$ cat config.mk
export PLATFORM = sky130hd
export DESIGN_NAME = pe_mac_stream
export DESIGN_NICKNAME = d
export VERILOG_FILES = /design/src/rtl/pe_pkg.sv /design/src/rtl/pe_round_sat.sv /design/src/rtl/pe_mac_stream.sv
export SDC_FILE = /design/constraint.sdc
export NUM_CORES = 1
export LEC_CHECK = 0
export CAP_MARGIN = 20
export CORE_AREA = 2 2 166 250
export CTS_CLUSTER_SIZE = 25
export DETAILED_ROUTE_END_ITERATION = 10
export DIE_AREA = 0 0 168 252
export HOLD_SLACK_MARGIN = 0.15
export PLACE_DENSITY = 0.64
export SYNTH_ARGS = -nofsm -noshare
export SYNTH_HDL_FRONTEND = slang
export SYNTH_SLANG_ARGS = --single-unit
$ cat constraint.sdc
create_clock -name clk -period 10.47 [get_ports clk]
set_input_delay 2.094 -clock clk [delete_from_list [all_inputs] [get_ports clk]]
set_output_delay 2.094 -clock clk [all_outputs]
set_load 0.02 [all_outputs]
$ cat src/rtl/pe_pkg.sv
// Shared constants and width helpers for the streaming MAC processing element.
package pe_pkg;

    localparam int ROUND_TRUNC   = 0;
    localparam int ROUND_HALF_UP = 1;

    // Helpers build their bound in a wide word; callers size-cast it to their own width.
    localparam int MAX_W = 128;

    function automatic int acc_width(int bit_width, int guard_bits);
        return 2 * bit_width + guard_bits;
    endfunction

    function automatic logic [MAX_W-1:0] smax(int w);
        return (MAX_W'(1) << (w - 1)) - MAX_W'(1);
    endfunction

    function automatic logic [MAX_W-1:0] smin(int w);
        return ~smax(w);
    endfunction

endpackage

$ cat src/rtl/pe_round_sat.sv
// Rescales a full-precision accumulator to the result format: optional half-up
// rounding, arithmetic shift by FRAC_WIDTH, then clip to the signed result range.
module pe_round_sat
    import pe_pkg::*;
#(
    parameter int ACC_W      = 40,
    parameter int BIT_WIDTH  = 16,
    parameter int FRAC_WIDTH = 8,
    parameter int ROUND_MODE = ROUND_TRUNC
) (
    input  logic [ACC_W-1:0]     acc,
    output logic [BIT_WIDTH-1:0] value,
    output logic                 sat
);

    // One extra bit so the rounding bias can never wrap the top of the range.
    localparam int EXT_W = ACC_W + 1;

    localparam logic signed [EXT_W-1:0] RND_BIAS =
        (ROUND_MODE == ROUND_HALF_UP) ? (EXT_W'(1) << (FRAC_WIDTH - 1)) : '0;
    localparam logic signed [EXT_W-1:0] RES_MAX = EXT_W'(smax(BIT_WIDTH));
    localparam logic signed [EXT_W-1:0] RES_MIN = EXT_W'(smin(BIT_WIDTH));

    logic signed [EXT_W-1:0] biased;
    logic signed [EXT_W-1:0] shifted;

    always_comb begin
        // NOTE: every output of a combinational block gets a default first, so no path leaves it unassigned and infers a latch.
        biased  = $signed({acc[ACC_W-1], acc}) + RND_BIAS;
        shifted = biased >>> FRAC_WIDTH;
        value   = shifted[BIT_WIDTH-1:0];
        sat     = 1'b0;
        if (shifted > RES_MAX) begin
            value = RES_MAX[BIT_WIDTH-1:0];
            sat   = 1'b1;
        end else if (shifted < RES_MIN) begin
            value = RES_MIN[BIT_WIDTH-1:0];
            sat   = 1'b1;
        end
    end

endmodule

$ cat src/rtl/pe_mac_stream.sv
// Systolic PE: registered west/north pass-through plus a framed, guarded,
// saturating multiply-accumulate that emits one rescaled result per tile.
module pe_mac_stream
    import pe_pkg::*;
#(
    parameter int BIT_WIDTH  = 16,
    parameter int FRAC_WIDTH = 8,
    parameter int GUARD_BITS = 8,
    parameter int ROUND_MODE = ROUND_TRUNC
) (
    input  logic                 clk,
    input  logic                 rst_n,
    input  logic                 en,
    input  logic                 clr,
    input  logic [BIT_WIDTH-1:0] data_west,
    input  logic                 valid_west,
    input  logic                 first_west,
    input  logic                 last_west,
    input  logic [BIT_WIDTH-1:0] data_north,
    input  logic                 valid_north,
    output logic [BIT_WIDTH-1:0] data_east,
    output logic                 valid_east,
    output logic                 first_east,
    output logic                 last_east,
    output logic [BIT_WIDTH-1:0] data_south,
    output logic                 valid_south,
    output logic [BIT_WIDTH-1:0] result,
    output logic                 result_valid,
    output logic                 sat_flag,
    output logic                 err_flag
);

    localparam int ACC_W  = acc_width(BIT_WIDTH, GUARD_BITS);
    localparam int PROD_W = 2 * BIT_WIDTH;
    localparam int SUM_W  = ACC_W + 1;

    localparam logic signed [SUM_W-1:0] ACC_MAX = SUM_W'(smax(ACC_W));
    localparam logic signed [SUM_W-1:0] ACC_MIN = SUM_W'(smin(ACC_W));

    logic signed [ACC_W-1:0]  acc;
    logic signed [ACC_W-1:0]  acc_base;
    logic signed [ACC_W-1:0]  acc_next;
    logic signed [PROD_W-1:0] prod;
    logic signed [SUM_W-1:0]  sum;
    logic                     acc_sat;
    logic                     fire;
    logic                     mismatch;
    logic [BIT_WIDTH-1:0]     rs_value;
    logic                     rs_sat;

    assign fire     = valid_west & valid_north;
    assign mismatch = valid_west ^ valid_north;

    always_comb begin
        prod     = $signed(data_west) * $signed(data_north);
        acc_base = first_west ? '0 : acc;
        sum      = SUM_W'(prod) + SUM_W'(acc_base);
        acc_next = sum[ACC_W-1:0];
        acc_sat  = 1'b0;
        if (sum > ACC_MAX) begin
            acc_next = ACC_MAX[ACC_W-1:0];
            acc_sat  = 1'b1;
        end else if (sum < ACC_MIN) begin
            acc_next = ACC_MIN[ACC_W-1:0];
            acc_sat  = 1'b1;
        end
    end

    pe_round_sat #(
        .ACC_W      (ACC_W),
        .BIT_WIDTH  (BIT_WIDTH),
        .FRAC_WIDTH (FRAC_WIDTH),
        .ROUND_MODE (ROUND_MODE)
    ) u_round_sat (
        .acc   (acc_next),
        .value (rs_value),
        .sat   (rs_sat)
    );

    // NOTE: state registers use non-blocking assignments so every flop samples pre-edge values regardless of statement order.
    always_ff @(posedge clk or negedge rst_n) begin
        if (!rst_n) begin
            // NOTE: acc is reset along with the outputs so a reset mid-tile cannot leak a stale partial sum.
            acc          <= '0;
            data_east    <= '0;
            valid_east   <= 1'b0;
            first_east   <= 1'b0;
            last_east    <= 1'b0;
            data_south   <= '0;
            valid_south  <= 1'b0;
            result       <= '0;
            result_valid <= 1'b0;
            sat_flag     <= 1'b0;
            err_flag     <= 1'b0;
        end else if (en) begin
            if (clr) begin
                acc          <= '0;
                result_valid <= 1'b0;
                valid_east   <= 1'b0;
                valid_south  <= 1'b0;
                sat_flag     <= 1'b0;
                err_flag     <= 1'b0;
            end else begin
                data_east    <= data_west;
                valid_east   <= valid_west;
                first_east   <= first_west;
                last_east    <= last_west;
                data_south   <= data_north;
                valid_south  <= valid_north;
                result_valid <= 1'b0;
                if (mismatch) err_flag <= 1'b1;
                if (fire) begin
                    if (acc_sat) sat_flag <= 1'b1;
                    if (last_west) begin
                        result       <= rs_value;
                        result_valid <= 1'b1;
                        acc          <= '0;
                        if (rs_sat) sat_flag <= 1'b1;
                    end else begin
                        acc <= acc_next;
                    end
                end
            end
        end
    end

endmodule

After elaboration in Yosys (flattened, before gate mapping)
Index checks and enable logic that the tools add are counted.
{ "classes": {"n_addsub": 1, "mul": 1, "order_cmp": 4, "muxes": 24, "bitwise_logic": 3, "reduce_logical": 6} }
{ "ops": {"columns": ["op", "count"], "rows": [
  ["40-bit 2-to-1 mux", 6],
  ["32-bit by 40-bit adder with 41-bit output", 1],
  ["41-bit by 40-bit greater-than comparator with 1-bit output (second input constant)", 1],
  ["41-bit by 40-bit < comparator with 1-bit output (second input constant)", 1],
  ["32-bit by 16-bit greater-than comparator with 1-bit output (second input constant)", 1],
  ["32-bit by 16-bit < comparator with 1-bit output (second input constant)", 1],
  ["16-bit by 16-bit multiplier with 32-bit output", 1],
  ["16-bit 2-to-1 mux", 2],
  ["1-bit 2-to-1 mux", 16],
  ["2-bit AND reduction", 3],
  ["4-bit AND reduction", 1],
  ["2-bit nonzero test", 2],
  ["1-bit AND", 1],
  ["1-bit NOT", 1],
  ["1-bit bitwise XOR", 1]
]} }
{ "totals": {"register_bits": 95, "in_bits": 40, "output_inout_bits": 55, "elab_cells": 50} }

Longest topological paths before layout
Gate-level depths: netlist (run 1).
{ "depth": {"depth_word": 12, "ltp_mapped": 29, "ltp_nobuf": 25} }

Modules after synthesis
A second synthesis (run 1) with hierarchy kept.
{ "unflattened": {"cells_unflattened": 1866, "area_unflattened_um2": 17336.6} }
{ "modules_own_cells": {"columns": ["module", "instances", "cells_each", "area_each_um2", "seq_area_each_um2"], "rows": [
  ["pe_mac_stream", 1, 1837, 17098.9, 2377.3],
  ["pe_round_sat", 1, 29, 237.7, 0.0]
]} }

Worst setup path before layout (run 1)
No wires, ideal clock.
{ "synth_timing": {"kind": "input to register", "from": "input data_north[1]", "to": "register result[11]", "setup_ps": 126, "t_arrival_ps": 8701, "required_time_ps": 10344, "path_slack_ps": 1643, "stages": 26, "path_buffers": 4, "cell_sequence": "clkbuf_1 nand2_1 inv_1 fa_1 inv_1 fa_1 fa_1 fa_1 inv_1 fa_1 inv_1 fa_1 inv_1 ha_1 buf_2 and2_1 clkbuf_1 a221o_1 a21o_1 a31o_2 a41oi_2 xnor2_2 and2_1 buf_4 o21a_1 a221o_1"} }
{ "synth_between": {"elab_chain_cells": 8, "elab_cells_between_ends": 10, "cone_classes": "1 x add/sub; 1 x mul; 4 x order compare; 4 x mux"} }
{ "synth_lines": {"columns": ["item", "line_no", "source"], "rows": [
  ["from (decl)", "pe_mac_stream.sv:19", "input logic [BIT_WIDTH-1:0] data_north,"],
  ["16-bit by 16-bit multiplier with 32-bit output *", "pe_mac_stream.sv:55", "prod = $signed(data_west) * $signed(data_north);"],
  ["32-bit by 40-bit adder with 41-bit output *", "pe_mac_stream.sv:57", "sum = SUM_W'(prod) + SUM_W'(acc_base);"],
  ["41-bit by 40-bit < comparator with 1-bit output", "pe_mac_stream.sv:63", "end else if (sum < ACC_MIN) begin"],
  ["40-bit 2-to-1 mux", "pe_mac_stream.sv:63", null],
  ["40-bit 2-to-1 mux *", "pe_mac_stream.sv:60", "if (sum > ACC_MAX) begin"],
  ["32-bit by 16-bit < comparator with 1-bit output", "pe_round_sat.sv:36", "end else if (shifted < RES_MIN) begin"],
  ["16-bit 2-to-1 mux", "pe_round_sat.sv:36", null],
  ["16-bit 2-to-1 mux *", "pe_round_sat.sv:33", "if (shifted > RES_MAX) begin"],
  ["to (signal assigned)", "pe_mac_stream.sv:115", "result <= rs_value;"],
  ["to (decl)", "pe_mac_stream.sv:27", "output logic [BIT_WIDTH-1:0] result,"]
]} }
Mark *: on every way between the ends. The rest lies on a longest branch, timed or not.
A chain may end at the register's enable or synchronous reset.

Final worst setup path (run 1)
{ "layout_timing": {"from": "input data_west[15]", "to": "register result[10]"} }
{ "layout_between": {"elab_chain_cells": 8, "elab_cells_between_ends": 10, "cone_classes": "1 x add/sub; 1 x mul; 4 x order compare; 4 x mux"} }
{ "layout_lines": {"columns": ["item", "line_no", "source"], "rows": [
  ["from (decl)", "pe_mac_stream.sv:15", "input logic [BIT_WIDTH-1:0] data_west,"],
  ["16-bit by 16-bit multiplier with 32-bit output *", "pe_mac_stream.sv:55", null],
  ["32-bit by 40-bit adder with 41-bit output *", "pe_mac_stream.sv:57", null],
  ["41-bit by 40-bit < comparator with 1-bit output", "pe_mac_stream.sv:63", null],
  ["40-bit 2-to-1 mux", "pe_mac_stream.sv:63", null],
  ["40-bit 2-to-1 mux *", "pe_mac_stream.sv:60", null],
  ["32-bit by 16-bit < comparator with 1-bit output", "pe_round_sat.sv:36", null],
  ["16-bit 2-to-1 mux", "pe_round_sat.sv:36", null],
  ["16-bit 2-to-1 mux *", "pe_round_sat.sv:33", null]
]} }
Marks and branches as above.

==> qor.yml, run 1 <==
status: "complete, no violations"
die_h_um: 252
cp_max_fo: 15
synth_ff_type: "dfrtp_1"
clockBufferDepth: 2
utilization: 0.476
min_period_ps: 9600
cts_sinks: 95
slowest_delay_ps: 860
area_delta_synth_final_pct: 11.3
fmax_mhz: 104
viasPerCell: 5.18
antenna_found_initial: 0
drt_iter0_markers: 494
timing.final.crit_share: 0.917
cpMostUsedCell: "fa_1"
layout.nets: 2441
arrival_ps: 9910
critPathRequiredTime_ps: 10780
postCtsSetupBuffers: 0
routabilityCongestion: 0.942
wl_per_cell_um: 18.3
final_max_slew_viol_count: 0
num_antenna_cells: 0
syn_avg_cell_area_um2: 9.12
drtAntennaViolNets: 0
path_buf_inv: 7
crit_path_start_kind: "input port"
cts_inserted_buffers: 9
gr-total-overflow: 0
layout_common_cells: "inv_1 (401), fa_1 (334), nand2_1 (292), and2_1 (124), ha_1 (119)"
grt_pass1_wl_um: 76700
fin_setup_tns_ps: 0
multi_input_area_um2: 12900
grt_start_max_net_pins: 65
syn_area_um2: 17100
cp-end-kind: "flop"
relSlewSlack: 0.392
placementRows: 90
async_reset_ff_frac: 1.00
start_util: 0.428
clk_latency_ps: 390
hold_buffers: 0
final-seq-area_um2: 2380
synth_edf_count: 0
clkTransAtPathRegs_ps: 80
syn_inst: 1877
wl_um: 45000
vias: 12700
yosysSeqAreaShare: 0.139
die-area_um2: 42300
skew_ps: 16.5
drt-pass1-iter-count: 5
drc: 0
dieWidth_um: 168
hold_viol_final: 0
fin_worst_hold_slack_ps: 475
dp_hpwl_um: 38000
synth_warnings: 0
synth_nets: 2370
io_buffers: 94
cts-root-buf: "clkbuf_16"
layout-drive-gt1-share: 0.0476
min_path_type: "flop to flop"
crit_slowest_cell: "fa_1"
ys_ff_latch: 95
tightest_slew_ps: 911
cap_violations: 0
layout_commonest_cell: "inv_1"
path_delay_family: "adder cells"
placed_cells: 2443
num_io_pins: 95
fillers: 3806
rsz0062_at_grt: "false"
final_cells: 2459
core_area_um2: 40000
cts.repair.resized: 0
cts_tree: "yes"
report.final.setup_viol: 0
grt_pass1_vias: 14400
htree_levels: 3
yosysUniqueCellTypes: 75
criticalPathCategory: "input port to flop"
grtUsageTotal: 0.231
==> per-stage QoR <==
step	setup slack [ps]	instance area, µm²
2_1_floorplan	1640	17100
3_3_place_gp	507	18700
3_5_place_dp	388	18700
4_1_cts	787	19000
5_1_grt	294	19000
6_report	872	19000
==> synth_stat cells, types with 16 or more instances <==
cell / number / area, µm²
a21oi_1: 67 / 335
dfrtp_1: 95 / 2380
inv_1: 401 / 1510
clkbuf_1: 64 / 240
a21o_1: 16 / 120
o21ai_1: 37 / 185
xnor2_1: 26 / 228
nand2_1: 292 / 1100
nor2_1: 52 / 195
o21ai_0: 27 / 135
ha_1: 119 / 1490
a221o_1: 17 / 170
fa_1: 334 / 6690
nor2b_1: 44 / 275
and2_1: 124 / 776
==> layer usage <==
metal	GRT usage	part of all wire	vias up	routed length, µm
li1	-	-	5834	-
met1	0.280	0.40	6526	18000
met2	0.429	0.54	297	24500
met3	0.0245	0.032	73	1430
met4	0.0696	0.025	0	1110
met5	0	0	-	0
==> worst min-delay path: cells and delay by family, from the launching register on <==
| kind | cells | cell delay, ps |
|---|---|---|
| DFF | 1 | 340 |
| and+or+nand+nor | 2 | 100 |
==> sequential cells by signal, summed over array words and instances (netlist names) <==
name / cells
acc: 40
data_east: 16
data_south: 16
result: 16
err_flag: 1
first_east: 1
last_east: 1
result_valid: 1
sat_flag: 1
valid_east: 1
valid_south: 1
==> final timing paths <==
| path | start | to | slack [ps] | cells after the start |
|---|---|---|---|---|
| max | data_west[15] | result[10] | 870 | 25 |
| min | data_east[15] | data_east[15] | 480 | 2 |
| max reg2reg | acc[15] | result[4] | 4140 | 20 |
| min reg2reg | data_east[15] | data_east[15] | 480 | 2 |
| max in group asynchronous | rst_n | acc[34] | 7610 | 2 |
| min in group asynchronous | rst_n | data_south[10] | 1640 | 1 |
==> kinds of logic after synthesis <==
family,share of synthesized area
DFF,0.139
AOI/OAI and AO/OA,0.0881
buffers and inverters,0.109
muxes,0.00212
and+or+nand+nor,0.161
xor gates and xnor gates,0.0229
adders and majority gates,0.478
==> cell type report <==
cell class | instances | area share
clock buffers | 9 | 0.0118
repair buffers | 144 | 0.0696
clock inverters | 7 | 0.00466
inverters | 402 | 0.0792
well taps | 506 | 0.0332
multi-input cells | 1296 | 0.677
flip-flops and latches | 95 | 0.125
Power of run 1 is not shown: default switching activity piles up to over one toggle a cycle in this logic, so the estimate is an artifact.
==> run 2: changes to the inputs <==
Settings changed: GPL_ROUTABILITY_DRIVEN from default to 0.
==> qor.yml, run 2 (synthesis results as in run 1) <==
status: "complete, no violations"
area_delta_synth_final_pct: 11.1
dp_slack_ps: 323
dp_hpwl_um: 37200
htree_levels: 3
hold_viol_final: 0
layout.nets: 2437
die-area_um2: 42300
cap_violations: 0
drc: 0
skew_ps: 17.9
wl_um: 45000
io_buffers: 94
fin_worst_hold_slack_ps: 473
drtAntennaViolNets: 0
hold_buffers: 0
cts_tree: "yes"
criticalPathCategory: "input port to flop"
num_antenna_cells: 0
fillers: 3779
rsz0062_at_grt: "false"
tightest_slew_ps: 920
crit_path_start_kind: "input port"
report.final.setup_viol: 0
die_h_um: 252
antenna_found_initial: 0
wl_per_cell_um: 18.3
cp-end-kind: "flop"
start_util: 0.428
layout_commonest_cell: "inv_1"
largest_reg_flops: 40
min_path_type: "flop to flop"
r2r_slack_ps: 4130
layout-drive-gt1-share: 0.0452
cp_max_fo: 17
viasPerCell: 5.26
relSlewSlack: 0.387
grtUsageTotal: 0.230
num_io_pins: 95
placementRows: 90
clk_latency_ps: 400
grt_start_max_net_pins: 66
grt_pass1_wl_um: 76500
postCtsSetupBuffers: 0
arrival_ps: 10110
clockBufferDepth: 2
cts.repair.resized: 0
layout_common_cells: "inv_1 (401), fa_1 (334), nand2_1 (292), and2_1 (124), ha_1 (119)"
fin_setup_tns_ps: 0
fmax_mhz: 102
min_period_ps: 9790
dieWidth_um: 168
drt_iter0_markers: 679
final_max_slew_viol_count: 0
cts-root-buf: "clkbuf_16"
vias: 12900
cts_inserted_buffers: 9
clkTransAtPathRegs_ps: 80
drt-pass1-iter-count: 6
top_register: "acc"
gr-total-overflow: 0
timing.final.crit_share: 0.935
critPathRequiredTime_ps: 10790
worst_slack_ps: 683
core_area_um2: 40000
grt_pass1_vias: 14400
cts_sinks: 95
run 2: cell count changes in the layout (fill, tap and decap cells not counted), sizes merged:
cell	previous run	this run
clkinv	5	2
buf	51	47
inv	404	405
bufinv	0	1
run 2: cell type report:
type | count | area [µm²] | area share
flip-flops and latches | 95 | 2380 | 0.125
multi-input cells | 1296 | 12900 | 0.678
inverters | 402 | 1510 | 0.0794
clock buffers | 9 | 225 | 0.0119
repair buffers | 140 | 1300 | 0.0682
clock inverters | 6 | 75.1 | 0.00395
well taps | 506 | 633 | 0.0333
run 2: metrics by stage:
| step | cells | utilization | area (µm²) |
|---|---|---|---|
| finish | 2454 | 0.475 | 19000 |
| global route | 2454 | 0.475 | 19000 |
| CTS | 2454 | 0.475 | 19000 |
| detailed placement | 2439 | 0.468 | 18700 |
| global placement | 2439 | 0.468 | 18700 |
| floorplan | 1877 | - | 17100 |
run 2: critical path: stages:
cell	delay, ps
clkdlybuf4s50_1	950
and2_1	270
inv_1	70
fa_1	500
fa_1	810
fa_1	640
fa_1	770
fa_1	480
fa_1	480
inv_1	50
ha_1	390
a21oi_1	440
o21a_1	280
o311a_1	230
mux2_2	350
a21oi_1	160
o211ai_1	200
and3_1	270
a31oi_4	450
a221o_1	190
run 2: worst paths after layout:
check,startpoint,to,cells past startpoint
worst max-delay path,data_north[5],result[13],20
max in group asynchronous,rst_n,first_east,2
worst max register to register,acc[15],acc[33],20
worst min register to register,data_east[9],data_east[9],2
worst min-delay path,data_east[9],data_east[9],2
min in group asynchronous,rst_n,data_south[7],1
run 2: per-layer routing:
layer,vias to the layer above,share of wire,GRT usage
li1,5837,-,-
met1,6574,0.39,0.273
met2,378,0.53,0.423
met3,122,0.045,0.0273
met4,0,0.040,0.0909
met5,-,0,0
Power of run 2 is left out for the same reason.
